`src/rtl/instr_encoder_if.sv`:
```
// Handshake bundle for instr_encoder: field bundle in, encoded word out.
// The encoder uses the slave modport; the producer/consumer side uses master.
interface instr_encoder_if;
  logic        in_valid;
  logic        in_ready;
  logic [1:0]  in_fmt;
  logic [2:0]  in_funct3;
  logic [6:0]  in_funct7;
  logic [4:0]  in_rd;
  logic [4:0]  in_rs1;
  logic [4:0]  in_rs2;
  logic [31:0] in_imm;
  logic        out_valid;
  logic        out_ready;
  logic [31:0] out_instr;
  logic [31:0] out_addr;
  logic        out_err;

  modport master (
    output in_valid, in_fmt, in_funct3, in_funct7, in_rd, in_rs1, in_rs2, in_imm,
    output out_ready,
    input  in_ready, out_valid, out_instr, out_addr, out_err
  );

  modport slave (
    input  in_valid, in_fmt, in_funct3, in_funct7, in_rd, in_rs1, in_rs2, in_imm,
    input  out_ready,
    output in_ready, out_valid, out_instr, out_addr, out_err
  );
endinterface

```
`src/rtl/instr_encoder.sv`:
```
// RV32 R/I/S/B instruction encoder with one output register stage and an address counter.
// Define INSTR_ENCODER_RANGE_CHECK_EN to flag immediates that do not fit their field.
module instr_encoder #(
  parameter logic [31:0] BASE_ADDR = 32'h0000_0000
) (
  input  logic            clk,
  input  logic            reset,
  instr_encoder_if.slave  bus
);

  localparam logic [1:0] FMT_R = 2'd0;
  localparam logic [1:0] FMT_I = 2'd1;
  localparam logic [1:0] FMT_S = 2'd2;
  localparam logic [1:0] FMT_B = 2'd3;

  typedef enum logic {EMPTY, FULL} state_t;

  state_t      state_q, state_d;
  logic [31:0] pc_q, pc_d;
  logic [31:0] instr_q, instr_d;
  logic [31:0] addr_q, addr_d;
  logic [31:0] enc_word;
  logic        in_ready;
  logic        accept;

  assign in_ready = (state_q == EMPTY) || bus.out_ready;
  assign accept   = bus.in_valid && in_ready;

  always_comb begin
    enc_word = 32'h0;
    case (bus.in_fmt)
      FMT_R: enc_word = {bus.in_funct7, bus.in_rs2, bus.in_rs1, bus.in_funct3,
                         bus.in_rd, 7'b0110011};
      FMT_I: enc_word = {bus.in_imm[11:0], bus.in_rs1, bus.in_funct3,
                         bus.in_rd, 7'b0010011};
      FMT_S: enc_word = {bus.in_imm[11:5], bus.in_rs2, bus.in_rs1, bus.in_funct3,
                         bus.in_imm[4:0], 7'b0100011};
      FMT_B: enc_word = {bus.in_imm[12], bus.in_imm[10:5], bus.in_rs2, bus.in_rs1,
                         bus.in_funct3, bus.in_imm[4:1], bus.in_imm[11], 7'b1100011};
      default: enc_word = 32'h0;
    endcase
  end

`ifdef INSTR_ENCODER_RANGE_CHECK_EN
  logic enc_err;
  logic err_q, err_d;

  // An immediate fits when every bit above the field's sign bit equals that sign bit.
  always_comb begin
    enc_err = 1'b0;
    case (bus.in_fmt)
      FMT_I, FMT_S: enc_err = !((&bus.in_imm[31:11]) || !(|bus.in_imm[31:11]));
      FMT_B:        enc_err = !((&bus.in_imm[31:12]) || !(|bus.in_imm[31:12]))
                              || bus.in_imm[0];
      default:      enc_err = 1'b0;
    endcase
  end
`endif

  always_comb begin
    state_d = state_q;
    pc_d    = pc_q;
    instr_d = instr_q;
    addr_d  = addr_q;
`ifdef INSTR_ENCODER_RANGE_CHECK_EN
    err_d   = err_q;
`endif
    if (accept) begin
      // Accept wins over drain, so a simultaneous transfer refills with no bubble.
      state_d = FULL;
      instr_d = enc_word;
      addr_d  = pc_q;
      pc_d    = pc_q + 32'd4;
`ifdef INSTR_ENCODER_RANGE_CHECK_EN
      err_d   = enc_err;
`endif
    end else if ((state_q == FULL) && bus.out_ready) begin
      state_d = EMPTY;
    end
  end

  always_ff @(posedge clk or posedge reset) begin
    if (reset) begin
      state_q <= EMPTY;
      pc_q    <= BASE_ADDR;
      instr_q <= 32'h0;
      addr_q  <= 32'h0;
`ifdef INSTR_ENCODER_RANGE_CHECK_EN
      err_q   <= 1'b0;
`endif
    end else begin
      state_q <= state_d;
      pc_q    <= pc_d;
      instr_q <= instr_d;
      addr_q  <= addr_d;
`ifdef INSTR_ENCODER_RANGE_CHECK_EN
      err_q   <= err_d;
`endif
    end
  end

  assign bus.in_ready  = in_ready;
  assign bus.out_valid = (state_q == FULL);
  assign bus.out_instr = instr_q;
  assign bus.out_addr  = addr_q;
`ifdef INSTR_ENCODER_RANGE_CHECK_EN
  assign bus.out_err   = err_q;
`else
  assign bus.out_err   = 1'b0;
`endif

endmodule

```
`src/flat_wrapper.sv`:
```
// flat-port wrapper written by rule: the top's interface ports become plain ports
module instr_encoder_flat 
#(
  parameter logic [31:0] BASE_ADDR = 32'h0000_0000
)
  (clk, reset, bus_in_valid, bus_in_fmt, bus_in_funct3, bus_in_funct7, bus_in_rd, bus_in_rs1, bus_in_rs2, bus_in_imm, bus_out_ready, bus_in_ready, bus_out_valid, bus_out_instr, bus_out_addr, bus_out_err);
  instr_encoder_if bus_i ();
  input  logic clk;
  input  logic reset;
  input wire logic [$bits(bus_i.in_valid)-1:0] bus_in_valid;
  input wire logic [$bits(bus_i.in_fmt)-1:0] bus_in_fmt;
  input wire logic [$bits(bus_i.in_funct3)-1:0] bus_in_funct3;
  input wire logic [$bits(bus_i.in_funct7)-1:0] bus_in_funct7;
  input wire logic [$bits(bus_i.in_rd)-1:0] bus_in_rd;
  input wire logic [$bits(bus_i.in_rs1)-1:0] bus_in_rs1;
  input wire logic [$bits(bus_i.in_rs2)-1:0] bus_in_rs2;
  input wire logic [$bits(bus_i.in_imm)-1:0] bus_in_imm;
  input wire logic [$bits(bus_i.out_ready)-1:0] bus_out_ready;
  output wire logic [$bits(bus_i.in_ready)-1:0] bus_in_ready;
  output wire logic [$bits(bus_i.out_valid)-1:0] bus_out_valid;
  output wire logic [$bits(bus_i.out_instr)-1:0] bus_out_instr;
  output wire logic [$bits(bus_i.out_addr)-1:0] bus_out_addr;
  output wire logic [$bits(bus_i.out_err)-1:0] bus_out_err;
  assign bus_i.in_valid = bus_in_valid;
  assign bus_i.in_fmt = bus_in_fmt;
  assign bus_i.in_funct3 = bus_in_funct3;
  assign bus_i.in_funct7 = bus_in_funct7;
  assign bus_i.in_rd = bus_in_rd;
  assign bus_i.in_rs1 = bus_in_rs1;
  assign bus_i.in_rs2 = bus_in_rs2;
  assign bus_i.in_imm = bus_in_imm;
  assign bus_i.out_ready = bus_out_ready;
  assign bus_in_ready = bus_i.in_ready;
  assign bus_out_valid = bus_i.out_valid;
  assign bus_out_instr = bus_i.out_instr;
  assign bus_out_addr = bus_i.out_addr;
  assign bus_out_err = bus_i.out_err;
  instr_encoder #(.BASE_ADDR(BASE_ADDR)) u_core (.clk(clk), .reset(reset), .bus(bus_i));
endmodule
```
`config.mk`:
```
export PLATFORM = sky130hd
export DESIGN_NAME = instr_encoder_flat
export DESIGN_NICKNAME = d
export VERILOG_FILES = /design/src/rtl/instr_encoder_if.sv /design/src/rtl/instr_encoder.sv /design/src/flat_wrapper.sv
export SDC_FILE = /design/constraint.sdc
export NUM_CORES = 1
export LEC_CHECK = 0
export CAP_MARGIN = 20
export CORE_ASPECT_RATIO = 0.9
export CORE_MARGIN = 1.5
export CORE_UTILIZATION = 35
export CTS_BUF_LIST = sky130_fd_sc_hd__clkbuf_8
export DETAILED_ROUTE_END_ITERATION = 10
export PLACE_DENSITY = 0.62
export SKIP_LAST_GASP = 1
export SYNTH_ARGS = -nofsm -noshare
export SYNTH_HDL_FRONTEND = slang
export SYNTH_SLANG_ARGS = --single-unit
```
`constraint.sdc`:
```
create_clock -name clk -period 5.57 [get_ports clk]
set_input_delay 0.8355 -clock clk [delete_from_list [all_inputs] [get_ports clk]]
set_output_delay 0.8355 -clock clk [all_outputs]
set_load 0.02 [all_outputs]
```
== Yosys cells after proc, flatten, opt, wreduce, memory -nomap -nowiden ==
Index checks and enable logic that the tools add are counted.

* Reduce and logical (&&, ||, !) cells: 5
* Bitwise operators: 1
* Shift operators: 0
* Order comparisons: 0
* Div/mod/pow operators: 0
* Multiplexer cells: 3
* Add/sub/neg operators: 1
* Multiply operators: 0
* Equal/unequal tests: 3

{| class="wikitable"
|+ Operators with widths
! operator !! number
|-
| 32-bit case mux with 4 select lines || 1
|-
| 32-bit by 3-bit adder with 32-bit output, second input constant || 1
|-
| 2-bit == test, second input constant || 2
|-
| 2-bit by 1-bit == test with 1-bit output, second input constant || 1
|-
| 1-bit logical AND || 2
|-
| 2-bit logical NOT || 1
|-
| 1-bit two-way mux || 2
|-
| 2-bit nonzero test || 1
|-
| 1-bit logical OR || 1
|-
| 1-bit NOT || 1
|}

* Memories kept: 0
* Flip-flop bits (word level): 97
* Bits in latches: 0
* Logic and storage cells: 17
* Bits in writable memories: 0
* Memory bits (read-only): 0
* Output and inout bits: 67

== Depth between registers and ports, before layout ==
Gate-level depths: netlist of the first run.

* Depth after elaboration: 4
* Mapped depth: 7

== Worst setup path after synthesis of the first run ==
No wires, ideal clock.

* Path type: input to register
* Start point: input bus_out_ready
* End point: register u_core.addr_q[16], in the netlist u_core.bus.out_addr[16]
* Slack: 3.430 ns
* Required time: 5.445 ns
* Data arrival time: 2.015 ns
* Stages: 6
* Cells stage by stage: nand2b_1 > buf_2 > nand2_1 > buf_2 > buf_2 > mux2_2

* Longest elaborated chain between the ends: 2

{| class="wikitable"
|+ RTL lines
! what !! line !! RTL
|-
| start: declaration || flat_wrapper.sv:18 || <nowiki>input wire logic [$bits(bus_i.out_ready)-1:0] bus_out_ready;</nowiki>
|-
| 1-bit logical OR || instr_encoder.sv:26 || <nowiki>assign in_ready = (state_q == EMPTY) || bus.out_ready;</nowiki>
|-
| net bus_in_ready || flat_wrapper.sv:19 || <nowiki>output wire logic [$bits(bus_i.in_ready)-1:0] bus_in_ready;</nowiki>
|-
| 1-bit logical AND || instr_encoder.sv:27 || <nowiki>assign accept = bus.in_valid && in_ready;</nowiki>
|-
| end signal: assignment || instr_encoder.sv:95 || <nowiki>addr_q <= addr_d;</nowiki>
|-
| end: declaration || instr_encoder.sv:21 || <nowiki>logic [31:0] addr_q, addr_d;</nowiki>
|}

The timed path passes the listed nets, and every way through them passes these cells.
A chain may end at the register's enable or synchronous reset.

== Worst setup path after layout of the first run ==
* Start point: input bus_out_ready
* End point: output bus_in_ready

* Longest elaborated chain between the ends: 1

{| class="wikitable"
|+ RTL lines
! what !! line
|-
| 1-bit logical OR || instr_encoder.sv:26
|-
| end: declaration || flat_wrapper.sv:19
|}

Every way passes these cells.

==> out/metrics.cfg, run 1 <==
[finish]
fillers = 998
syn_to_final_growth_pct = 35.1
num_antenna_cells = 0
nets = 481
finalInstanceArea_um2 = 5240
drive_gt1_share_pct = 14.7

[worst_setup_path]
end_kind = output pin
required_ns = 4.73
critPathMaxFanout = 9
critical_path_class = input port to output pin
cp_data_arrival_time_ns = 2.31
cp-start-kind = input port

[cts]
numCtsBuffers = 9
root_buffer = clkbuf_8
path_clk_slew_ns = 0.08
cts_buffer_depth = 2
clock-sinks = 90
cts-resized-gates = 0
holdBufCountCts = 0
cts_setup_buffers = 0
clk-insertion-delay-late_ns = 0.36
cts_tree = built
h-tree-depth = 3

[power]
p_clk_share_pct = 28.4
swShare_pct = 28.4
combPwrFrac_pct = 22.3
ir_drop_v = 0.000132
power.density_nw_per_um2 = 304
p_sw_mw = 0.453
p_seq_share_pct = 49.2
p_int_mw = 1.14
p_leak_nw = 2.34

[global_routing]
top_usage_layer = met2
grtUsageMet2_pct = 23.1
antenna_found_initial = 0
grt_max_degree = 57
track_usage_pct = 14.9
grt_pass1_wl_mm = 13.4
use_met1_pct = 19.2
overflow = 0
grt_pass1_vias = 2650
grtUsageMet3_pct = 5.11

[drt]
drtPass1Iterations = 4
drt_iter0_drc = 101
wl_per_cell_um = 14.3
drc = 0
via_per_inst = 4.73
num_vias = 2627
wl_mm = 7.93
drtAntennaViolNets = 0

[sta]
hold_viol = 0
grt_setup_unrepaired = false
slew_viol_final = 0
setup_tns_ns = 0
worstMarginPinSlew_ns = 0.808
fin_worst_skew_ns = 0.00802
fmax_mhz = 318
timing.slew.headroom_pct = 46.0
setup_viol = 0
finalCritPeriodShare_pct = 56.4
finalCriticalPeriod_ns = 3.14

[synth]
synthDistinctLibCells = 31
avgSynthCellArea_um2 = 12.2
synthCells = 317
synth_area_um2 = 3880
yosys.area.top_type = dfrtp_1
synth-seq-area-share_pct = 58.1
synthTopCellsByArea = dfrtp_1 (58%), mux2_2 (10%), mux2i_1 (4.4%), xnor2_1 (3.8%), o21ai_0 (3.4%)
yosysWarnings = 0
synth_top_area_share_pct = 58.1
ys_ff_latch = 90

[die]
core_um2 = 10800
fp.dieW_um = 114
fp.dieArea_um2 = 11700
std_cell_rows = 36
ioPinCount = 130
die_y_um = 103
initial_core_util_pct = 35.9

[place]
dp_hpwl_mm = 5.74
dpl_cell_area_um2 = 5010
placement.io_buffers = 105
gp_congestion = 0.756

[status]
status = finished, final reports clean

[worst_hold_path]
hold_path.class = flop to flop

[job]
cap_violations = 0

metrics by stage:
step	utilization [%]	setup slack (ns)	total power [mW]	hold slack, ns	cells
after global routing	48.5	2.36	1.69	0.486	555
after global placement	46.3	2.26	1.15	0.453	538
after floorplan	-	2.40	0.980	0.439	321
after detailed placement	46.3	2.23	1.16	0.461	538
final	48.5	2.43	1.59	0.476	555
after CTS	48.2	2.42	1.62	0.476	554
final timing paths:
kind | slack (ns) | startpoint | cells past startpoint | endpoint
max in group asynchronous | 3.95 | reset | 4 | u_core.bus.out_addr[4]$_DFFE_PP0P_
worst max register to register | 3.24 | u_core.bus.out_valid$_DFFE_PP0P_ | 4 | u_core.bus.out_addr[14]$_DFFE_PP0P_
min in group asynchronous | 0.66 | reset | 2 | u_core.bus.out_instr[20]$_DFFE_PP0P_
worst min-delay path | 0.48 | u_core.pc_q[4]$_DFFE_PP0P_ | 1 | u_core.pc_q[4]$_DFFE_PP0P_
worst min register to register | 0.48 | u_core.pc_q[4]$_DFFE_PP0P_ | 1 | u_core.pc_q[4]$_DFFE_PP0P_
worst max-delay path | 2.43 | bus_out_ready | 3 | bus_in_ready
flip-flops by register name, indices dropped and copies added, names as in the netlist:
name and cells:
u_core.bus.out_addr 30, u_core.pc_q 30, u_core.bus.out_instr 29, u_core.bus.out_valid 1
worst max-delay path, stage by stage:
cell and delay, ns:
clkdlybuf4s50_1 0.45, nand2b_1 0.34, clkdlybuf4s50_1 0.69
power by group through the flow:
| stage | registers, mW | clock network (mW) | logic [mW] |
|---|---|---|---|
| final | 0.784 | 0.453 | 0.356 |
| after global routing | 0.796 | 0.506 | 0.388 |
| after CTS | 0.785 | 0.476 | 0.360 |
| after detailed placement | 0.797 | 0 | 0.359 |
| after global placement | 0.793 | 0 | 0.355 |
| after floorplan | 0.854 | 0 | 0.126 |
cell families after synthesis:
group / after synthesis / share of synthesized area (%)
muxes: 52 / 14.5
xor gates and xnor gates: 29 / 6.55
and+or+nand+nor: 89 / 13.2
AOI/OAI and AO/OA: 27 / 3.58
DFF: 90 / 58.1
other: 1 / 0.0967
adders and majority gates: 1 / 0.323
buffers and inverters: 28 / 3.68
layout by cell type (no fill, tap or decap):
| cell | n |
|---|---|
| clkdlybuf4s50_1 | 105 |
| dfrtp_1 | 90 |
| mux2_2 | 35 |
| nand2_1 | 32 |
| o21ai_0 | 26 |
| xnor2_1 | 17 |
| mux2i_1 | 17 |
| xor2_1 | 12 |
| clkbuf_8 | 11 |
| nand3_1 | 9 |
| nand4_1 | 9 |
| inv_1 | 6 |
| nor4_2 | 6 |
| conb_1 | 5 |
| nand2b_1 | 4 |
| and4_1 | 4 |
| nor2_1 | 4 |
| nor3_1 | 4 |
| nor4_1 | 4 |
| and3_1 | 3 |
| and2_0 | 2 |
| nand4_2 | 2 |
| and2_1 | 2 |
| clkinv_4 | 2 |
| buf_4 | 2 |
| nand2_2 | 1 |
| a22o_1 | 1 |
| or2_1 | 1 |
| clkinv_2 | 1 |
| nor4b_1 | 1 |
| nor2b_1 | 1 |
| ha_1 | 1 |
| bufinv_16 | 1 |
| buf_16 | 1 |
cells in the mapped netlist (all sizes together):
library cell and instances:
buf 15, nor4b 1, nor4 10, and3 3
xnor2 17, nand2b 4, and2 4, a22o 1
nand2 33, inv 5, xor2 12, nor2b 1
nor2 4, conb 1, mux2 35, or2 1
mux2i 17, o21ai 26, nand3 9, nand4 11
dfrtp 90, nor3 4, and4 4, clkbuf 8
ha 1
per-layer routing:
metal  part of all wire, %  up-vias
li1                      -     1284
met1                    46     1246
met2                    46       81
met3                   6.6       16
met4                   1.9        0
met5                     0        -
area by class of cell:
cell class	instances	area (um2)	area share [%]
tap	133	166	3.18
clock buffer	11	151	2.89
clock inverter	5	55.1	1.05
sequential	90	2250	43.0
inverter	5	20.0	0.382
timing repair buffer	108	1090	20.9
multi-input combinational	203	1500	28.7
(Power assumes the default switching activity.)
==> run 2, diff against run 1 <==
==> constraint.sdc (replaced) <==
create_clock -name clk -period 3.25 [get_ports clk]
set_input_delay 0.4875 -clock clk [delete_from_list [all_inputs] [get_ports clk]]
set_output_delay 0.4875 -clock clk [all_outputs]
set_load 0.02 [all_outputs]
==> out/metrics.cfg, run 2 (synthesized netlist as in run 1, its figures left out) <==
[die]
std_cell_rows = 36  ; unchanged
fp.dieW_um = 114  ; unchanged
fp.dieArea_um2 = 11700  ; unchanged
core_um2 = 10800  ; unchanged
initial_core_util_pct = 35.9  ; unchanged
ioPinCount = 130  ; unchanged
die_y_um = 103  ; unchanged

[worst_setup_path]
cp_data_arrival_time_ns = 1.96  ; was 2.31 ns
required_ns = 2.76  ; was 4.73 ns
critPathMostFrequentCell = clkdlybuf4s50_1  ; unchanged
end_kind = output pin  ; unchanged
max_stage_delay_ns = 0.68  ; was 0.69 ns
critical_path.cell_chain = clkdlybuf4s50_1, nand2b_1, clkdlybuf4s50_1  ; unchanged
critPathMaxFanout = 9  ; unchanged
critical_path_class = input port to output pin  ; unchanged
slowest_stage = clkdlybuf4s50_1  ; unchanged
cp-start-kind = input port  ; unchanged

[global_routing]
track_usage_pct = 14.6  ; was 14.9%
grt_max_degree = 73  ; was 57
grt_pass1_wl_mm = 13.2  ; was 13.4 mm
overflow = 0  ; unchanged
antenna_found_initial = 0  ; unchanged
grt_pass1_vias = 2642  ; was 2650

[place]
dp.cells = 539  ; was 538
placement.io_buffers = 105  ; unchanged
gp_congestion = 0.761  ; was 0.756
dp_hpwl_mm = 5.55  ; was 5.74 mm

[drt]
drt_iter0_drc = 87  ; was 101
drtPass1Iterations = 4  ; unchanged
drc = 0  ; unchanged
num_vias = 2624  ; was 2627
via_per_inst = 4.73  ; about the same
wl_mm = 7.89  ; was 7.93 mm
wl_per_cell_um = 14.2  ; was 14.3 um
drtAntennaViolNets = 0  ; unchanged

[status]
status = finished, final reports clean  ; unchanged

[sta]
worstMarginPinSlew_ns = 0.668  ; was 0.808 ns
fin_worst_skew_ns = 0.0164  ; was 0.00802 ns
fmax_mhz = 409
grt_setup_unrepaired = false  ; unchanged
setup_viol = 0  ; unchanged
finalCritPeriodShare_pct = 75.2
hold_viol = 0  ; unchanged
setup_tns_ns = 0  ; unchanged
timing.slew.headroom_pct = 55.1  ; was 46.0%
slew_viol_final = 0  ; unchanged
finalCriticalPeriod_ns = 2.44

[finish]
multi_input_area_um2 = 1500  ; unchanged
drive_gt1_share_pct = 15.2  ; was 14.7%
syn_to_final_growth_pct = 35.8  ; was 35.1%
nets = 481  ; unchanged
fillers = 1031  ; was 998
num_antenna_cells = 0  ; unchanged
mostFrequentLayoutCells = clkdlybuf4s50_1 (105), dfrtp_1 (90), mux2_2 (35), nand2_1 (32), o21ai_0 (26)  ; unchanged
final_cells = 555  ; unchanged
final_common_cell = clkdlybuf4s50_1  ; unchanged
ff_latch_area_um2 = 2250  ; unchanged

[cts]
root_buffer = clkbuf_8  ; unchanged
clock-sinks = 90  ; unchanged
cts_setup_buffers = 0  ; unchanged
numCtsBuffers = 9  ; unchanged
cts_tree = built  ; unchanged
h-tree-depth = 3  ; unchanged
path_clk_slew_ns = 0.08  ; about the same
cts_buffer_depth = 2  ; unchanged
clk-insertion-delay-late_ns = 0.36  ; about the same
cts-resized-gates = 0  ; unchanged
holdBufCountCts = 0  ; unchanged

[power]
p_seq_share_pct = 47.0  ; was 49.2%
p_int_mw = 2.07  ; was 1.14 mW
p_clk_share_pct = 31.6  ; was 28.4%
combPwrFrac_pct = 21.4  ; was 22.3%
p_sw_mw = 0.786  ; was 0.453 mW
p_leak_nw = 2.34  ; about the same
swShare_pct = 27.5  ; was 28.4%
power_mw = 2.85  ; was 1.59 mW
power.density_nw_per_um2 = 542  ; was 304 nW/um2
ir_drop_v = 0.000264  ; was 0.000132 V

[worst_hold_path]
hold_path.class = input port to asynchronous set/reset pin  ; was flop to flop

[job]
cap_violations = 0  ; unchanged

[run 2: cell types whose count changed in the layout (fill, tap and decap cells not counted)]
cell	previous run	this run
clkinv_2	1	3
clkbuf_8	11	9
buf_16	1	0
inv_1	6	4
buf_12	0	1
bufinv_16	1	3
[run 2: worst paths after layout]
check	from	to	slack, ns	depth (start not counted)
max in group asynchronous	reset	u_core.pc_q[15]$_DFFE_PP0P_	2.15	3
min	reset	u_core.bus.out_instr[13]$_DFFE_PP0P_	0.41	2
max reg2reg	u_core.bus.out_valid$_DFFE_PP0P_	u_core.pc_q[24]$_DFFE_PP0P_	1.37	4
max	bus_out_ready	bus_in_ready	0.81	3
min reg2reg	u_core.pc_q[4]$_DFFE_PP0P_	u_core.pc_q[4]$_DFFE_PP0P_	0.47	1
min in group clk	u_core.pc_q[4]$_DFFE_PP0P_	u_core.pc_q[4]$_DFFE_PP0P_	0.47	1
[run 2: power by group through the flow]
stage	Clock, mW	Combinational, mW	Sequential [mW]
2_1_floorplan	0	0.215	1.46
3_3_place_gp	0	0.611	1.36
3_5_place_dp	0	0.619	1.37
4_1_cts	0.938	0.622	1.35
5_1_grt	0.993	0.667	1.37
6_report	0.903	0.610	1.34
[run 2: worst max-delay path, delay by kind of cell]
family	cells	cell delay (ns)
buffers and inverters	2	1.13
and+or+nand+nor	1	0.33
[run 2: final cells by class]
| class | instances | share of cell area (%) |
|---|---|---|
| inverter | 5 | 0.380 |
| clock inverter | 7 | 2.23 |
| multi-input combinational | 203 | 28.5 |
| tap | 133 | 3.16 |
| sequential | 90 | 42.8 |
| timing repair buffer | 108 | 20.6 |
| clock buffer | 9 | 2.35 |
[run 2: layer usage]
metal  GRT usage [%]  vias up  part of all wire (%)
met5               0        -                     0
met1            18.5     1246                    46
li1                -     1284                     -
met2            22.8       84                    45
met4            4.81        0                   1.5
met3            6.17       10                   7.7
[run 2: stage by stage]
stage	hold slack, ns	cell area [um2]	setup slack [ns]	utilization [%]
floorplan	0.439	3890	0.427	-
global placement	0.453	5030	0.810	46.5
detailed placement	0.459	5030	0.787	46.5
CTS	0.400	5270	0.800	48.7
global route	0.416	5270	0.763	48.7
finish	0.410	5270	0.806	48.7
